==> config.mk <==
export PLATFORM = sky130hd
export DESIGN_NAME = uart_receive_controller
export DESIGN_NICKNAME = d
export VERILOG_FILES = /design/src/rtl/uart_pkg.sv /design/src/rtl/uart_rx_sync.sv /design/src/rtl/uart_receive_controller.sv
export SDC_FILE = /design/constraint.sdc
export NUM_CORES = 1
export LEC_CHECK = 0
export CAP_MARGIN = 20
export CORE_ASPECT_RATIO = 2
export CORE_UTILIZATION = 30
export CTS_CLUSTER_SIZE = 30
export DETAILED_ROUTE_END_ITERATION = 10
export GPL_TIMING_DRIVEN = 1
export PLACE_DENSITY_LB_ADDON = 0.3
export SETUP_SLACK_MARGIN = 0.5
export SLEW_MARGIN = 15
export SYNTH_ARGS = -nofsm -noshare
export SYNTH_HDL_FRONTEND = slang
export SYNTH_SLANG_ARGS = --single-unit
==> constraint.sdc <==
create_clock -name Clk -period 1.99 [get_ports Clk]
set_input_delay 0.398 -clock Clk [delete_from_list [all_inputs] [get_ports Clk]]
set_output_delay 0.398 -clock Clk [all_outputs]
set_load 0.02 [all_outputs]
==> src/rtl/uart_pkg.sv <==
// Shared UART constants and receive-state encoding, intended for both the RX and TX controllers.
package uart_pkg;

    typedef enum logic [2:0] {
        S_RX_IDLE      = 3'd0,
        S_RX_START_BIT = 3'd1,
        S_RX_DATA_BITS = 3'd2,
        S_RX_STOP_BIT  = 3'd3,
        S_RX_WAIT_HIGH = 3'd4
    } rx_state_t;

    localparam int OVERSAMPLE  = 16;
    localparam int SAMPLE_TICK = 7;
    localparam int DATA_BITS   = 8;

    function automatic logic maj3(input logic a, input logic b, input logic c);
        return (a & b) | (a & c) | (b & c);
    endfunction

endpackage

==> src/rtl/uart_rx_sync.sv <==
// Two-flop synchronizer for the asynchronous RX pin; both flops reset to the idle-high level.
module uart_rx_sync (
    input  logic Clk,
    input  logic Resetn,
    input  logic i_async,
    output logic o_sync
);

    logic r_meta;
    logic r_sync;

    always_ff @(posedge Clk or negedge Resetn) begin
        if (!Resetn) begin
            r_meta <= 1'b1;
            r_sync <= 1'b1;
        end else begin
            r_meta <= i_async;
            r_sync <= r_meta;
        end
    end

    assign o_sync = r_sync;

endmodule

==> src/rtl/uart_receive_controller.sv <==
// 8N1 UART receiver on a shared 16x baud_tick; emits one-cycle FIFO write / error strobes.
// Optional build macro UART_RX_MAJORITY_EN: 2-of-3 majority vote of samples at ticks 6, 7 and 8.
module uart_receive_controller
    import uart_pkg::*;
(
    input  logic       Clk,
    input  logic       Resetn,
    input  logic       baud_tick,
    input  logic       UART_RX_O,
    input  logic       Full,
    output logic [7:0] r_data,
    output logic       r_valid,
    output logic       frame_err,
    output logic       overrun_err
);

    localparam logic [3:0] C_LAST_TICK = 4'(OVERSAMPLE - 1);
    localparam logic [2:0] C_LAST_BIT  = 3'(DATA_BITS - 1);

    rx_state_t  r_state;
    logic [3:0] r_tick_count;
    logic [2:0] r_data_count;
    logic [7:0] r_shift;
    logic [1:0] r_settle;
    logic       r_armed;
    logic       w_rx_s;
    logic       w_bit;
    logic       w_decide;
    logic       w_bit_end;

    uart_rx_sync u_rx_sync (
        .Clk     (Clk),
        .Resetn  (Resetn),
        .i_async (UART_RX_O),
        .o_sync  (w_rx_s)
    );

`ifdef UART_RX_MAJORITY_EN
    localparam logic [3:0] C_DECIDE = 4'(SAMPLE_TICK + 1);

    logic r_samp_early;
    logic r_samp_mid;

    always_ff @(posedge Clk or negedge Resetn) begin
        if (!Resetn) begin
            r_samp_early <= 1'b1;
            r_samp_mid   <= 1'b1;
        end else if (baud_tick) begin
            if (r_tick_count == 4'(SAMPLE_TICK - 1))
                r_samp_early <= w_rx_s;
            if (r_tick_count == 4'(SAMPLE_TICK))
                r_samp_mid <= w_rx_s;
        end
    end

    assign w_bit = maj3(r_samp_early, r_samp_mid, w_rx_s);
`else
    localparam logic [3:0] C_DECIDE = 4'(SAMPLE_TICK);

    assign w_bit = w_rx_s;
`endif

    assign w_decide  = baud_tick && (r_tick_count == C_DECIDE);
    assign w_bit_end = baud_tick && (r_tick_count == C_LAST_TICK);

    always_ff @(posedge Clk or negedge Resetn) begin
        if (!Resetn) begin
            r_state      <= S_RX_IDLE;
            r_tick_count <= 4'd0;
            r_data_count <= 3'd0;
            r_shift      <= 8'd0;
            r_settle     <= 2'b00;
            r_armed      <= 1'b0;
            r_data       <= 8'd0;
            r_valid      <= 1'b0;
            frame_err    <= 1'b0;
            overrun_err  <= 1'b0;
        end else begin
            r_valid     <= 1'b0;
            frame_err   <= 1'b0;
            overrun_err <= 1'b0;
            r_settle    <= {r_settle[0], 1'b1};
            if (baud_tick)
                r_tick_count <= r_tick_count + 4'd1;

            case (r_state)
                S_RX_IDLE: begin
                    // After reset the line must be seen high (past the synchronizer) before a start is accepted.
                    if (!r_armed) begin
                        r_armed <= r_settle[1] & w_rx_s;
                    end else if (!w_rx_s) begin
                        r_tick_count <= 4'd0;
                        r_state      <= S_RX_START_BIT;
                    end
                end
                S_RX_START_BIT: begin
                    if (w_decide && w_bit) begin
                        r_state <= S_RX_IDLE;
                    end else if (w_bit_end) begin
                        r_data_count <= 3'd0;
                        r_state      <= S_RX_DATA_BITS;
                    end
                end
                S_RX_DATA_BITS: begin
                    if (w_decide)
                        r_shift <= {w_bit, r_shift[7:1]};
                    if (w_bit_end) begin
                        r_data_count <= r_data_count + 3'd1;
                        if (r_data_count == C_LAST_BIT)
                            r_state <= S_RX_STOP_BIT;
                    end
                end
                S_RX_STOP_BIT: begin
                    // Leaving at mid-stop-bit lets a back-to-back start edge be caught on time.
                    if (w_decide) begin
                        if (!w_bit) begin
                            frame_err <= 1'b1;
                            r_state   <= S_RX_WAIT_HIGH;
                        end else if (Full) begin
                            overrun_err <= 1'b1;
                            r_state     <= S_RX_IDLE;
                        end else begin
                            r_data  <= r_shift;
                            r_valid <= 1'b1;
                            r_state <= S_RX_IDLE;
                        end
                    end
                end
                S_RX_WAIT_HIGH: begin
                    if (w_rx_s)
                        r_state <= S_RX_IDLE;
                end
                default: r_state <= S_RX_IDLE;
            endcase
        end
    end

endmodule

== Word level (Yosys, flattened, before mapping) ==
Index checks and enable logic that the tools add are counted.

* Register bits after elaboration: 34
* Output and inout bits: 11

* Reductions and logical operators: 9
* Multiplexer cells: 30
* Bitwise gates (word level): 2
* Eq/ne operators: 16
* Add/sub/neg operators: 2

{| class="wikitable"
|+ Operators with widths
! cell !! number
|-
| $mux W3 || 12
|-
| $mux W4 || 4
|-
| $pmux W3 S5 || 1
|-
| $ne A2 B2 Y1 const B || 7
|-
| $mux W1 || 12
|-
| $reduce_and A4 Y1 || 2
|-
| $reduce_and A7 Y1 || 1
|-
| $eq A3 B2 Y1 const B || 2
|-
| $eq A3 B3 Y1 const B || 2
|-
| $pmux W3 S2 || 1
|-
| $add A4 B1 Y4 const B || 1
|-
| $eq A4 B3 Y1 const B || 1
|-
| $eq A4 B4 Y1 const B || 1
|-
| $add A3 B1 Y3 const B || 1
|-
| $eq A3 B1 Y1 const B || 1
|-
| $logic_and A1 B1 Y1 || 3
|-
| $logic_not A3 Y1 || 1
|-
| $ne A3 B3 Y1 const B || 1
|-
| $ne A2 B1 Y1 const B || 1
|-
| $reduce_and A2 Y1 || 1
|-
| $reduce_bool A2 Y1 || 1
|-
| $and A1 B1 Y1 || 1
|-
| $not A1 Y1 || 1
|}

== Longest topological paths before layout ==
* Word-level depth: 5
* Gate-level depth with buffers: 5
* Mapped depth without buffers: 4

== Hierarchy ==
A second synthesis with hierarchy kept.

* Cell total of the unflattened synthesis: 112
* Area, all modules: 1435.1 sq um

{| class="wikitable"
|+ Modules (own cells, without submodules)
! module !! cells each !! instances !! area each (sq um)
|-
| uart_receive_controller || 110 || 1 || 1382.6
|-
| uart_rx_sync || 2 || 1 || 52.6
|}

== Worst setup path after synthesis ==
OpenSTA, ideal clock, no wires.

* Path kind: flip-flop to flip-flop
* Start point: register r_tick_count[0]
* End point: register r_data[0]
* Period minus slack after synthesis: 1.812 ns
* Arrival: 1.687 ns
* Buffers on the path: 1
* Library setup time: 0.125 ns
* Stages on the path, launching flop included: 6
* Required time: 1.865 ns
* Path slack: 0.178 ns
* Cell sequence: dfrtp_1 > ha_1 > nand4b_4 > or4_4 > buf_6 > mux2_4

* Longest elaborated chain between the ends: 3

{| class="wikitable"
|+ Ends and longest elaborated chain
! item !! line !! source
|-
| start: declaration || uart_receive_controller.sv:21 || <nowiki>logic [3:0] r_tick_count;</nowiki>
|-
| start signal: assignment || uart_receive_controller.sv:84 || <nowiki>r_tick_count <= r_tick_count + 4'd1;</nowiki>
|-
| $eq A4 B3 Y1 || uart_receive_controller.sv:63 || <nowiki>assign w_decide = baud_tick && (r_tick_count == C_DECIDE);</nowiki>
|-
| $logic_and A1 B1 Y1 || uart_receive_controller.sv:63 ||
|-
| $reduce_and A4 Y1 (no source line) || n/a ||
|-
| end signal: assignment || uart_receive_controller.sv:123 || <nowiki>r_data <= r_shift;</nowiki>
|-
| end: declaration || uart_receive_controller.sv:11 || <nowiki>output logic [7:0] r_data,</nowiki>
|}

Every way passes these cells.
A chain may end at the register's enable or synchronous reset.

== Final worst setup path ==
* Start point: register r_tick_count[0]
* End point: register r_data[5]

Same word-level chain as after synthesis.

==> results_dict.tcl <==
set metrics [dict create \
    status "finished clean" \
    synthAdderAreaFrac 0.0256 \
    grt_setup_unrepaired "true" \
    clkTransAtPathRegs_ns 0.07 \
    drive_gt1_frac 0.368 \
    die_w_um 51.4 \
    final_cells 199 \
    dpl.cell_count 184 \
    port_buffers 15 \
    vias 972 \
    whs_ns 0.358 \
    async_flop_share 1.00 \
    ir_worst_vdd_uv 664 \
    synth_edf_count 0 \
    leakage_nw 0.938 \
    cts_buffer_depth 2 \
    netSwitchingPower_mw 0.662 \
    postRouteAntennaNets 0 \
    slew_violations 0 \
    powerDensity_nw_per_um2 1060 \
    ios 16 \
    dieHeight_um 101 \
    placed_area_um2 1710 \
    yosysUniqueCellTypes 35 \
    synthMuxAreaShare 0.150 \
    antenna_found_initial 0 \
    grt_max_degree 35 \
    ys_seq_area_frac 0.583 \
    skew_ns 0.00861 \
    grt_overflow 0 \
    synth_compound_gate_area_share 0.0581 \
    clk_latency_ns 0.28 \
    n_antenna_cell 0 \
    area_delta_synth_final_pct 29.5 \
    cts-root-buf "clkbuf_8" \
    p_int_mw 1.35 \
    p_seq_frac 0.479 \
    track_usage 0.131 \
    cp-end-kind "register" \
    p_clk_frac 0.259 \
    hold_class "register to register" \
    design_area_um2 1900 \
    via_per_inst 4.88 \
    gp_congestion 0.769 \
    syn_nets 122 \
    final_nets 151 \
    max_freq_ghz 0.603 \
    syn_inst 114 \
    dp_slack_ns -0.238 \
    total_power_mw 2.01 \
    synth_top_flop_cell "dfrtp_1" \
    ys_ff_latch 34 \
    fin_setup_tns_ns 0 \
    worstPathArrival_ns 1.82 \
    period_share 0.833 \
    wl_um 2860 \
    drv_cap 0 \
    dr.pass1.iters 4 \
    h-tree-depth 2 \
    drcViolationCount 0 \
    layout_min_cycle_time_ns 1.66 \
    postSynthAreaPerCell_um2 12.8 \
    hold_viol 0 \
    switching_share 0.329 \
    crit_path_max_fanout 5 \
    wire_per_inst_um 14.3 \
    netlist_area_um2 1460 \
    criticalPathCategory "register to register" \
    synth-xor-area-share 0.0179 \
    initial_core_util 0.315 \
    post-route-util 0.408 \
    combPwrFrac 0.263 \
    clock-sinks 34 \
    initialDrtViolationCount 22 \
    die-area_um2 5180 \
    num_rows 35 \
    required_ns 2.15 \
    finalSetupViolCount 0 \
    cp-start-kind "register" \
    yosysWarnings 0 \
    grt_first_pass_wirelength_um 4970 \
    synth_top_family_by_area "multiplexers" \
    cts_inserted_buffers 5 \
    cts_tree "built" \
    grt_pass1_vias 1080 \
    dpl.hpwl_um 1870 \
    coreArea_um2 4640 \
    setup_slack_ns 0.332 \
    synthSimpleGateAreaFrac 0.130 \
]
==> placed cells by master (no fill, tap or decap), drive strengths merged, types with 3 or more instances in the layout <==
master,synthesis,layout
nand2,7,7
dfrtp,32,32
mux2,16,16
nand3,5,5
dlygate4sd2,0,12
buf,4,13
clkbuf,3,6
nand4,3,3
o21ai,4,4
nor2,9,9
ha,3,3
==> metal layers <==
layer  up-vias  track usage  share of wire
met4         0       0.0624          0.020
met3         7       0.0362          0.040
met2        28        0.237           0.57
li1        460            -              -
met1       477        0.132           0.37
met5         -            0              0
==> area by class of cell <==
cell class,count,area (um2)
Inverter,2,7.51
Multi-Input combinational cell,72,626
Clock inverter,2,12.5
Timing Repair Buffer,28,243
Fill cell,469,2750
Sequential cell,34,856
Clock buffer,6,82.6
Tap cell,55,68.8
==> worst paths after layout <==
| check | startpoint | endpoint | slack (ns) | cells past startpoint |
|---|---|---|---|---|
| max | r_tick_count[0] | r_data[5] | 0.33 | 4 |
| min | u_rx_sync.r_meta | u_rx_sync.o_sync | 0.36 | 0 |
| max reg2reg | r_tick_count[0] | r_data[5] | 0.33 | 4 |
| min reg2reg | u_rx_sync.r_meta | u_rx_sync.o_sync | 0.36 | 0 |
| max in group asynchronous | Resetn | u_rx_sync.r_meta | 1.14 | 2 |
| min in group asynchronous | Resetn | r_shift[7] | 0.51 | 2 |
==> repair_timing <==
item,CTS,global route
setup buffers,5,1
cloned,1,0
pin swaps,2,3
hold buffers,0,0
gates resized for setup,15,13
setup endpoints to repair,32,20
==> cells in the mapped netlist (2+ instances only) <==
cell type	count	area, um2
a211oi_1	2	15.0
a21oi_1	2	10.0
buf_2	2	10.0
clkbuf_1	3	11.3
dfrtp_1	32	801
dfstp_2	2	52.6
ha_1	3	37.5
inv_1	2	7.51
mux2_2	7	78.8
mux2_4	8	120
nand2_1	7	26.3
nand2b_1	2	12.5
nand3_1	5	25.0
nand4_1	3	18.8
nor2_1	9	33.8
o211ai_1	2	15.0
o21ai_0	4	20.0
xor2_1	2	17.5
==> worst max-delay path, cell delays in order, from the launching register on <==
cell,delay [ns]
dfrtp_1,0.40
ha_4,0.17
nand4b_4,0.13
or4_4,0.51
mux2_4,0.33
==> logic make-up (layout without fill, tap and decap cells) <==
family / Yosys count / in the layout
muxes: 17 / 17
and+or+nand+nor: 34 / 35
other: 1 / 1
AOI/OAI and AO/OA: 13 / 13
DFF: 34 / 34
buffers and inverters: 9 / 38
xor gates and xnor gates: 3 / 3
adders and majority gates: 3 / 3
==> flip-flops by register name, summed over array words and instances (netlist names) <==
signal            cells
r_state               3
r_data_count          3
r_armed               1
r_valid               1
frame_err             1
u_rx_sync.o_sync      1
overrun_err           1
r_tick_count          4
r_data                8
r_settle              2
r_shift               8
u_rx_sync.r_meta      1
==> power groups by stage <==
| stage | combinational, mW | clock (mW) | sequential (mW) |
|---|---|---|---|
| floorplan | 0.345 | 0 | 0.885 |
| global route | 0.602 | 0.569 | 0.985 |
| finish | 0.529 | 0.521 | 0.964 |
| CTS | 0.500 | 0.533 | 0.943 |
| global placement | 0.401 | 0 | 0.944 |
| detailed placement | 0.435 | 0 | 0.959 |
No activity file was read; power rests on OpenSTA's default activity.
